--- config.mk ---
export PLATFORM = sky130hd
export DESIGN_NAME = sc_et_sng
export DESIGN_NICKNAME = d
export VERILOG_FILES = /design/src/rtl/sc_et_pkg.sv /design/src/rtl/sc_et_len.sv /design/src/rtl/sc_et_sng.sv
export SDC_FILE = /design/constraint.sdc
export NUM_CORES = 1
export LEC_CHECK = 0
export CAP_MARGIN = 5
export CORE_UTILIZATION = 45
export DETAILED_ROUTE_END_ITERATION = 10
export HOLD_SLACK_MARGIN = 0.08
export PLACE_DENSITY = 0.66
export SLEW_MARGIN = 0
export SYNTH_ARGS = -nofsm -noshare
export SYNTH_HDL_FRONTEND = slang
export SYNTH_HIERARCHICAL = 1
export SYNTH_SLANG_ARGS = --single-unit
--- constraint.sdc ---
create_clock -name clk -period 2.71 [get_ports clk]
set_input_delay 0.4065 -clock clk [delete_from_list [all_inputs] [get_ports clk]]
set_output_delay 0.4065 -clock clk [all_outputs]
set_load 0.03 [all_outputs]
--- src/rtl/sc_et_pkg.sv ---
// ============================================================================
// Module   : sc_et_pkg
// Purpose  : Shared types and helpers for the early-terminating SNG.
// Revision : 1.0 - initial release
// ============================================================================
`default_nettype none

package sc_et_pkg;

    localparam int SC_W  = 6;
    localparam int LEN_W = SC_W + 1;

    typedef enum logic [0:0] {
        ST_IDLE = 1'b0,
        ST_RUN  = 1'b1
    } state_t;

    // Reverse the low n bits of v; bits at n and above come back zero.
    function automatic logic [31:0] bitrev(input logic [31:0] v, input int n);
        logic [31:0] r;
        r = '0;
        for (int i = 0; i < 32; i++) begin
            if (i < n) begin
                r[n - 1 - i] = v[i];
            end
        end
        return r;
    endfunction

    // Trailing zeros within the low n bits; an all-zero field yields n.
    function automatic logic [31:0] tz_count(input logic [31:0] v, input int n);
        logic [31:0] t;
        t = 32'(n);
        for (int i = 31; i >= 0; i--) begin
            if ((i < n) && v[i]) begin
                t = 32'(i);
            end
        end
        return t;
    endfunction

endpackage

`default_nettype wire

--- src/rtl/sc_et_len.sv ---
// ============================================================================
// Module   : sc_et_len
// Purpose  : Operand -> stream length L. With SC_ET_EN, L = 2^(W - tz(Bx));
//            otherwise L is the full 2^W.
// Revision : 1.0 - initial release
// ============================================================================
`default_nettype none

module sc_et_len
    import sc_et_pkg::*;
#(
    parameter int W = SC_W
) (
    input  logic [W-1:0] bx,
    output logic [W:0]   len
);

`ifdef SC_ET_EN
    logic [31:0] tz;

    assign tz  = tz_count(32'(bx), W);
    assign len = (W + 1)'(1) << (32'(W) - tz);
`else
    logic unused_bx;

    assign unused_bx = ^bx;
    assign len       = (W + 1)'(1) << W;
`endif

endmodule

`default_nettype wire

--- src/rtl/sc_et_sng.sv ---
// ============================================================================
// Module   : sc_et_sng
// Purpose  : Exact unipolar stochastic number generator with optional early
//            termination (macro SC_ET_EN) at the shortest exact length.
// Revision : 1.0 - initial release
// ============================================================================
`default_nettype none

module sc_et_sng
    import sc_et_pkg::*;
#(
    parameter int W = SC_W
) (
    input  logic         clk,
    input  logic         rst_n,
    input  logic         in_valid,
    output logic         in_ready,
    input  logic [W-1:0] Bx,
    output logic         bs,
    output logic         bs_valid,
    input  logic         bs_ready,
    output logic         bs_last,
    output logic [W:0]   len
);

    state_t       state_q, state_d;
    logic [W-1:0] cnt_q, cnt_d;
    logic [W-1:0] bx_q, bx_d;
    logic [W:0]   len_q, len_d;

    logic [W:0]   len_new;
    logic [31:0]  rev;
    logic         run;
    logic         beat;
    logic         accept;

    sc_et_len #(.W(W)) u_len (
        .bx  (Bx),
        .len (len_new)
    );

    // Bit-reversed counter spreads the ones evenly across any 2^k prefix.
    assign rev      = bitrev(32'(cnt_q), W);
    assign run      = (state_q == ST_RUN);
    assign bs_valid = run;
    assign bs       = run & (rev < 32'(bx_q));
    assign bs_last  = run & ({1'b0, cnt_q} == (len_q - 1'b1));
    assign beat     = bs_valid & bs_ready;
    assign in_ready = (state_q == ST_IDLE) | (beat & bs_last);
    assign accept   = in_valid & in_ready;
    assign len      = len_q;

    always_comb begin
        state_d = state_q;
        cnt_d   = cnt_q;
        bx_d    = bx_q;
        len_d   = len_q;
        if (accept) begin
            state_d = ST_RUN;
            cnt_d   = '0;
            bx_d    = Bx;
            len_d   = len_new;
        end else if (beat) begin
            if (bs_last) begin
                state_d = ST_IDLE;
                cnt_d   = '0;
            end else begin
                cnt_d = cnt_q + 1'b1;
            end
        end
    end

    always_ff @(posedge clk) begin
        if (!rst_n) begin
            state_q <= ST_IDLE;
            cnt_q   <= '0;
            bx_q    <= '0;
            len_q   <= '0;
        end else begin
            state_q <= state_d;
            cnt_q   <= cnt_d;
            bx_q    <= bx_d;
            len_q   <= len_d;
        end
    end

endmodule

`default_nettype wire

==> out/metrics.cfg, run 1 <==
[global_routing]
track_usage = 0.195
grt_pass1_vias = 908
grt_first_pass_wirelength_um = 4060
antenna_found_initial = 0
grt_max_degree = 29
grt-ovfl-total = 0

[sta]
finalClockSkew_ns = 0.00847
setup_viol = 0
fin_hold_ws_ns = 0.467
relSlewSlack = 0.513
grt_setup_unrepaired = false
finalMaxSlewViolations = 0
setup_tns_ns = 0
finalCritPeriodShare = 0.942
timing_worst_slew_pin_value_ns = 0.728
period_needed_ns = 2.55
clock.fmax_mhz = 392
finalHoldViolCount = 0

[finish]
area.growth.synth_to_final_pct = 19.4
fin_nets = 186
layout-drive-gt1-share = 0.107
fillCellCount = 251
postLayoutCoreUtil = 0.576
antennaDiodeCount = 0

[floorplanning]
fp-row-count = 18
initial_utilization = 0.482
die_h_um = 54.0
core-area_um2 = 2520
die_w_um = 54.0
boundaryPins = 21
die_area_um2 = 2910

[critical_path]
cp_common_cell = inv_1
rrSetupSlack_ns = 0.49
crit_chain = inv_1 > ha_1 > xor2_1 > or3_1 > nand3_1 > and4_4 > a21boi_1 > inv_1 > buf_4
cpLargestDelayFamily = simple AND/OR/NAND/NOR gates
worstSetupPathType = reg -> out
critPathCaptureType = primary output
cp_max_fo = 6
crit_required_ns = 2.30
max_stage_delay_ns = 0.40
worstPathArrival_ns = 2.15
path_buf_inv = 3
cp-start-kind = flip-flop
slowest_stage = dfxtp_4

[synth]
synth-edff-count = 0
synth_common_cells = dfxtp_1, nand2_1, nand3_1
synth_flop_cell = dfxtp_1
ys_ff_latch = 20
synthArstFlopShare = 0
synth_area_leaders = dfxtp_1, ha_1, nand3_1
synth.yosys.seq_area_share = 0.329
synth_top_cell_by_area = dfxtp_1
synthCells = 150
syn-cell-area_um2 = 1220
synth_top_area_share = 0.329
synth_cell_types = 34
avgSynthCellArea_um2 = 8.11
yosys_warnings = 6

[routing]
viasPerCell = 5.01
wl_per_cell_um = 12.4
vias = 991
wirelength_um = 2450
drtAntennaViolNets = 0
drc = 0
drt_iter0_markers = 14
firstDrtPassIters = 4

[power]
leakagePower_nw = 0.581
powerDensity_nw_per_um2 = 493
ir_drop_mv = 0.372

[place]
dp_hpwl_um = 1780
gp_congestion = 0.752
port_buffers = 20

[hold_path]
hold_class = reg -> reg

[clocking]
ctsLongestPathBuffers = 2
cts.sinks = 20
clock_latency_ns = 0.30
path_clk_slew_ns = 0.12
cts-htree-levels = 1
ctsHoldBuffers = 0
cts_buffers = 3
tritoncts = done
cts_root_buf = clkbuf_4

[run]
max-cap-violations = 0

[status]
status = completed

power by group:
group	switching [mW]	internal, mW
sequential	0.0163	0.307
combinational	0.0832	0.0651
clock	0.0951	0.149
total	0.195	0.522
state kept, by name (all words and copies together) (netlist names):
register  flops
len           7
cnt_q         6
bx_q          6
bs_valid      1
cell families after synthesis:
group / count (synthesis) / synth area share
adder cells (fa/ha/maj): 7 / 0.0720
AO/OA/AOI/OAI: 28 / 0.177
XOR/XNOR: 12 / 0.0864
buffers and inverters: 23 / 0.101
other: 2 / 0.00618
flip-flops: 20 / 0.329
AND/OR/NAND/NOR: 58 / 0.228
layout make-up:
| class | count | area, µm² | area share |
|---|---|---|---|
| Clock buffer | 3 | 22.5 | 0.0155 |
| Clock inverter | 1 | 30.0 | 0.0207 |
| Inverter | 10 | 37.5 | 0.0258 |
| Multi-Input combinational cell | 112 | 714 | 0.492 |
| Sequential cell | 20 | 405 | 0.279 |
| Tap cell | 30 | 37.5 | 0.0258 |
| Timing Repair Buffer | 22 | 205 | 0.141 |
timing repair:
action | in CTS | in global routing
buffers inserted | 1 | 0
endpoints found under the setup margin | 3 | 2
gates resized for setup | 3 | 5
pin swaps | 1 | 0
tightest hold or removal path: stages, from the launching register on:
cell     delay, ns
dfxtp_1       0.33
nand3_1       0.06
o21ai_1       0.05
metal layers:
layer | GRT usage | wire, µm | vias to the layer above
met4 | 0.0513 | 0 | 0
li1 | - | - | 527
met2 | 0.317 | 1170 | 17
met3 | 0.0508 | 79 | 0
met5 | 0 | 0 | -
met1 | 0.253 | 1200 | 447
final timing paths:
check / from / to / cells after the start
hold reg to reg: bx_q[4]$_SDFFE_PN0P_ / bx_q[4]$_SDFFE_PN0P_ / 2
hold / removal: bx_q[4]$_SDFFE_PN0P_ / bx_q[4]$_SDFFE_PN0P_ / 2
setup reg to reg: len[0]$_SDFFE_PN0P_ / cnt_q[1]$_SDFFE_PP0P_ / 8
setup / recovery: len[0]$_SDFFE_PN0P_ / in_ready / 9
per-stage QoR:
| stage | setup slack, ns | power [mW] | cell area [µm²] | instances |
|---|---|---|---|---|
| floorplan | 0.143 | 0.438 | 1230 | 155 |
| global placement | 0.217 | 0.475 | 1390 | 193 |
| detailed placement | 0.180 | 0.480 | 1390 | 193 |
| CTS | 0.0479 | 0.725 | 1450 | 198 |
| global route | 0.0175 | 0.759 | 1450 | 198 |
| finish | 0.157 | 0.717 | 1450 | 198 |
layout by cell type (no fill, tap or decap), types with 2 or more instances in the layout:
cell type        netlist  final
nand4_1                2      2
or3_1                  2      2
xor2_1                 6      6
nor2_1                 8      8
ha_1                   7      7
clkbuf_4               0      3
dfxtp_1               20     18
nand2b_1               3      3
clkdlybuf4s50_1        0     17
inv_1                 10     10
o21ai_1               13     13
buf_4                  7      4
nand3_1               17     17
conb_1                 2      7
a211o_1                2      2
a21o_1                 4      4
nand2_1               20     20
xnor2_1                6      6
Note: power is estimated with default switching activity, not from simulation.
==> inputs of run 2 (changes only) <==
--- a/config.mk
+++ b/config.mk
@@ -8,8 +8,9 @@
 export CAP_MARGIN = 5
 export CORE_UTILIZATION = 45
 export DETAILED_ROUTE_END_ITERATION = 10
+export DONT_BUFFER_PORTS = 1
 export HOLD_SLACK_MARGIN = 0.08
-export PLACE_DENSITY = 0.66
+export PLACE_DENSITY = 0.56
 export SLEW_MARGIN = 0
 export SYNTH_ARGS = -nofsm -noshare
 export SYNTH_HDL_FRONTEND = slang
==> constraint.sdc (replaced) <==
create_clock -name clk -period 2.5 [get_ports clk]
set_input_delay 0.375 -clock clk [delete_from_list [all_inputs] [get_ports clk]]
set_output_delay 0.375 -clock clk [all_outputs]
set_load 0.03 [all_outputs]
==> run 2 against run 1 <==
Compared with the run above: critical path depth is 2 lower; combinational power decreased by 9%; routed wire length down 4.4%; hold slack worse by 0.27 ns; utilization down 6.6 points; largest cell class unchanged; sequential power is 8.3% higher; critical path type unchanged; first-iteration DRC count down 14%; cell count fell by 7.1%.
==> out/metrics.cfg, run 2 (synthesized netlist as in run 1, its figures left out) <==
[finish]
register_area_um2 = 404
most-common-layout-cells = nand2_1, nand3_1, dfxtp_1, o21ai_1
multiInputGateArea_um2 = 716
layout-drive-gt1-share = 0.149
fillCellCount = 270
largest_reg_flops = 7
area.growth.synth_to_final_pct = 5.66
final_common_cell = nand2_1
antennaDiodeCount = 0
fin_nets = 173

[sta]
finalClockSkew_ns = 0.000867
period_needed_ns = 2.34
clock.fmax_mhz = 428
finalMaxSlewViolations = 0
setup_tns_ns = 0
finalHoldViolCount = 0
fin_ws_ns = 0.165
setup_viol = 0
timing_worst_slew_pin_value_ns = 0.722
grt_setup_unrepaired = false
relSlewSlack = 0.517
finalCritPeriodShare = 0.934

[critical_path]
worstPathArrival_ns = 1.96
critPathCaptureType = primary output
cp_max_fo = 4
worstRegToRegCells = 8
rrSetupSlack_ns = 0.34
worstSetupPathType = reg -> out
timing.rr.end = bx_q[2]$_SDFFE_PN0P_
endpoint = bs
crit_required_ns = 2.12
startpoint = cnt_q[4]$_SDFFE_PP0P_
cp-start-kind = flip-flop
reg2reg_from = len[0]$_SDFFE_PN0P_

[routing]
drc = 0
firstDrtPassIters = 4
drt_iter0_markers = 12
viasPerCell = 5.05
wirelength_um = 2340
drtAntennaViolNets = 0
vias = 930
wl_per_cell_um = 12.7

[clocking]
cts_root_buf = clkbuf_4
ctsLongestPathBuffers = 2
cts.sinks = 20
cts_buffers = 3
tritoncts = done
path_clk_slew_ns = 0.11
clock_latency_ns = 0.29
cts-htree-levels = 1

[place]
pre_cts_slack_ns = 0.293
port_buffers = 0
gp_congestion = 0.777
dp_hpwl_um = 1820

[status]
status = completed

[global_routing]
antenna_found_initial = 0
grt_first_pass_wirelength_um = 3840
grt_max_degree = 30
grt_pass1_vias = 898
grt-ovfl-total = 0
track_usage = 0.184

[power]
ir_drop_mv = 0.296
leakagePower_nw = 0.525
powerDensity_nw_per_um2 = 493

[floorplanning]
initial_utilization = 0.482
boundaryPins = 21
core-area_um2 = 2520
fp-row-count = 18
die_h_um = 54.0
die_area_um2 = 2910
die_w_um = 54.0

[run]
max-cap-violations = 0

[hold_path]
hold_class = in -> reg

-- run 2: critical path: stages, from the launching register on --
cell and delay, ns:
dfxtp_2 0.37, ha_1 0.29, a21o_1 0.16, a21o_1 0.17, a21o_1 0.17, a21o_1 0.20
a21oi_2 0.13, buf_4 0.16
-- run 2: area by class of cell --
| type | instances | share of cell area |
|---|---|---|
| Multi-Input combinational cell | 112 | 0.557 |
| Sequential cell | 20 | 0.315 |
| Timing Repair Buffer | 9 | 0.0526 |
| Inverter | 10 | 0.0292 |
| Tap cell | 30 | 0.0292 |
| Clock buffer | 3 | 0.0175 |
-- run 2: what timing repair did --
item                       CTS  global route
setup endpoints to repair    0             3
resized for setup            0             4
buffers inserted             0             1
hold buffers                 0             0
-- run 2: per-layer routing --
metal | track usage | part of all wire | up-vias
met4 | 0.0641 | 0.0043 | 0
met1 | 0.231 | 0.49 | 416
met2 | 0.315 | 0.48 | 11
li1 | - | - | 501
met5 | 0 | 0 | -
met3 | 0.0311 | 0.029 | 2
-- run 2: how the worst min path moves through the flow --
stage	from	endpoint	slack, ns	depth (start not counted)
floorplan	bx_q[1]$_SDFFE_PN0P_	bx_q[1]$_SDFFE_PN0P_	0.44	2
global placement	bx_q[5]$_SDFFE_PN0P_	bx_q[5]$_SDFFE_PN0P_	0.44	2
detailed placement	bx_q[5]$_SDFFE_PN0P_	bx_q[5]$_SDFFE_PN0P_	0.45	2
CTS	rst_n	bs_valid$_SDFFE_PN0P_	0.18	1
global route	rst_n	bs_valid$_SDFFE_PN0P_	0.19	1
finish	rst_n	bs_valid$_SDFFE_PN0P_	0.20	1
-- run 2: power breakdown --
part           total [mW]  switching (mW)  internal (mW)  leakage, nW
Sequential          0.351          0.0170          0.334        0.165
Clock               0.148          0.0920         0.0560       0.0138
Combinational       0.135          0.0819         0.0530        0.346
-- run 2: through the flow --
stage | instances | cell area [µm²] | power (mW) | hold WS, ns | utilization
after global placement | 180 | 1250 | 0.488 | 0.444 | 0.495
after floorplan | 155 | 1240 | 0.475 | 0.437 | -
after global routing | 184 | 1280 | 0.669 | 0.188 | 0.509
final | 184 | 1280 | 0.634 | 0.196 | 0.509
after CTS | 183 | 1270 | 0.643 | 0.183 | 0.504
after detailed placement | 180 | 1250 | 0.492 | 0.449 | 0.495
==> inputs of run 3 (changes only) <==
--- a/config.mk
+++ b/config.mk
@@ -6,11 +6,14 @@
 export NUM_CORES = 1
 export LEC_CHECK = 0
 export CAP_MARGIN = 5
+export CELL_PAD_IN_SITES_DETAIL_PLACEMENT = 0
+export CELL_PAD_IN_SITES_GLOBAL_PLACEMENT = 1
+export CORE_MARGIN = 1.5
 export CORE_UTILIZATION = 45
 export DETAILED_ROUTE_END_ITERATION = 10
 export DONT_BUFFER_PORTS = 1
 export HOLD_SLACK_MARGIN = 0.08
-export PLACE_DENSITY = 0.56
+export PLACE_DENSITY = 0.73
 export SLEW_MARGIN = 0
 export SYNTH_ARGS = -nofsm -noshare
 export SYNTH_HDL_FRONTEND = slang
==> run 3 against run 2 <==
Compared with the run above: die area grew 3.7%; design area shrank 1.5%; highest routed layer unchanged; critical path depth up 1; setup slack got worse by 0.022 ns; hold slack better by 0.0010 ns; sequential power is essentially flat; non-clock buffer count decreased by 2; register-to-register slack worse by 0.02 ns; via count decreased by 0.22%; routed wire length is 0.51% higher; clock power hardly changed.
==> out/metrics.cfg, run 3 (synthesized netlist as in run 1, its figures left out) <==
[status]
status = completed

[finish]
instances_no_fill = 182
fillCellCount = 266
final_common_cell = nand2_1
postLayoutCoreUtil = 0.502
antennaDiodeCount = 0
most-common-layout-cells = nand2_1, nand3_1, dfxtp_1, o21ai_1, inv_1
fin_nets = 171
final_area_um2 = 1270
layout-drive-gt1-share = 0.132
largest_reg_flops = 7
area.growth.synth_to_final_pct = 4.11

[clocking]
clock_latency_ns = 0.29
cts-htree-levels = 1
tritoncts = done
cts_buffers = 3
ctsHoldBuffers = 0
cts_root_buf = clkbuf_4
path_clk_slew_ns = 0.11
cts.sinks = 20
ctsLongestPathBuffers = 2
cts_setup_buffers = 0

[routing]
drt_iter0_markers = 15
drtAntennaViolNets = 0
viasPerCell = 5.10
firstDrtPassIters = 4
wirelength_um = 2360
drc = 0
wl_per_cell_um = 12.9
vias = 928

[sta]
fin_ws_ns = 0.142
fin_hold_ws_ns = 0.197
timing_worst_slew_pin_value_ns = 0.755
finalClockSkew_ns = 0.00648
setup_tns_ns = 0
relSlewSlack = 0.495
setup_viol = 0
period_needed_ns = 2.36
finalCritPeriodShare = 0.943
clock.fmax_mhz = 424
finalMaxSlewViolations = 0
grt_setup_unrepaired = false
finalHoldViolCount = 0

[critical_path]
max_stage_delay_ns = 0.35
worstPathArrival_ns = 1.98
worstSetupPathType = reg -> out
critPathCaptureType = primary output
slowest_stage = dfxtp_1
cp-start-kind = flip-flop
crit_required_ns = 2.12
crit_chain = inv_1 > ha_1 > xor2_1 > o211ai_2 > a211oi_2 > and4_1 > a21boi_1 > inv_2
cp_max_fo = 2

[place]
port_buffers = 0
placedInstanceArea_um2 = 1240
gp_congestion = 0.785
dp_cells = 179
dp_hpwl_um = 1760
pre_cts_slack_ns = 0.297

[floorplanning]
die_area_um2 = 3020
die_h_um = 55.0
initial_utilization = 0.482
core-area_um2 = 2520
boundaryPins = 21
fp-row-count = 18
die_w_um = 55.0

[global_routing]
top_usage_layer = met2
grt-ovfl-total = 0
grt_pass1_vias = 872
track_usage = 0.180
grt_first_pass_wirelength_um = 3810
antenna_found_initial = 0
grt_max_degree = 30
met2_usage = 0.298
grtUsageMet3 = 0.0349
met1_usage = 0.230

[power]
p_total_uw = 630
powerDensity_nw_per_um2 = 498
leakagePower_nw = 0.514
ir_drop_mv = 0.282

[hold_path]
hold_class = in -> reg

[run]
max-cap-violations = 0

## run 3: changes by cell type in the layout (fill, tap and decap cells not counted)
cell,previous run,this run
buf_4,9,7
a21oi_2,2,1
a21oi_1,0,1
## run 3: final timing paths
check | start | end | slack, ns | cells past startpoint
setup / recovery | len[1]$_SDFFE_PN0P_ | in_ready | 0.14 | 8
hold / removal | Bx[5] | bx_q[5]$_SDFFE_PN0P_ | 0.20 | 2
setup reg to reg | len[0]$_SDFFE_PN0P_ | bx_q[0]$_SDFFE_PN0P_ | 0.32 | 8
hold reg to reg | bx_q[4]$_SDFFE_PN0P_ | bx_q[4]$_SDFFE_PN0P_ | 0.46 | 2
## run 3: layout make-up
| cell class | instances | area, µm² | share of cell area |
|---|---|---|---|
| Timing Repair Buffer | 7 | 52.6 | 0.0415 |
| Sequential cell | 20 | 404 | 0.319 |
| Inverter | 10 | 37.5 | 0.0296 |
| Clock buffer | 3 | 22.5 | 0.0178 |
| Tap cell | 30 | 37.5 | 0.0296 |
| Multi-Input combinational cell | 112 | 712 | 0.562 |
## run 3: what timing repair did
action	4_1_cts	5_1_grt
hold endpoints to repair	0	0
pin swaps	0	1
endpoints found under the setup margin	1	2
gates resized for setup	1	2
## run 3: per-layer routing
layer | vias up | part of all wire
li1 | 498 | -
met1 | 415 | 0.50
met2 | 13 | 0.46
met3 | 2 | 0.035
met4 | 0 | 0.0034
met5 | - | 0
## run 3: critical path: cells and delay by family, from the launching register on
kind / cells / cell delay (ns)
flops: 1 / 0.35
fa+ha+maj: 1 / 0.28
compound gates: 3 / 0.45
buf+inv: 2 / 0.19
xor+xnor: 1 / 0.17
simple gates: 1 / 0.25
## run 3: report_power, final
group | switching, mW | leakage [nW] | total [mW] | internal (mW)
sequential | 0.0194 | 0.165 | 0.353 | 0.334
clock | 0.0920 | 0.0138 | 0.148 | 0.0560
combinational | 0.0780 | 0.336 | 0.129 | 0.0511
total | 0.189 | 0.514 | 0.630 | 0.441
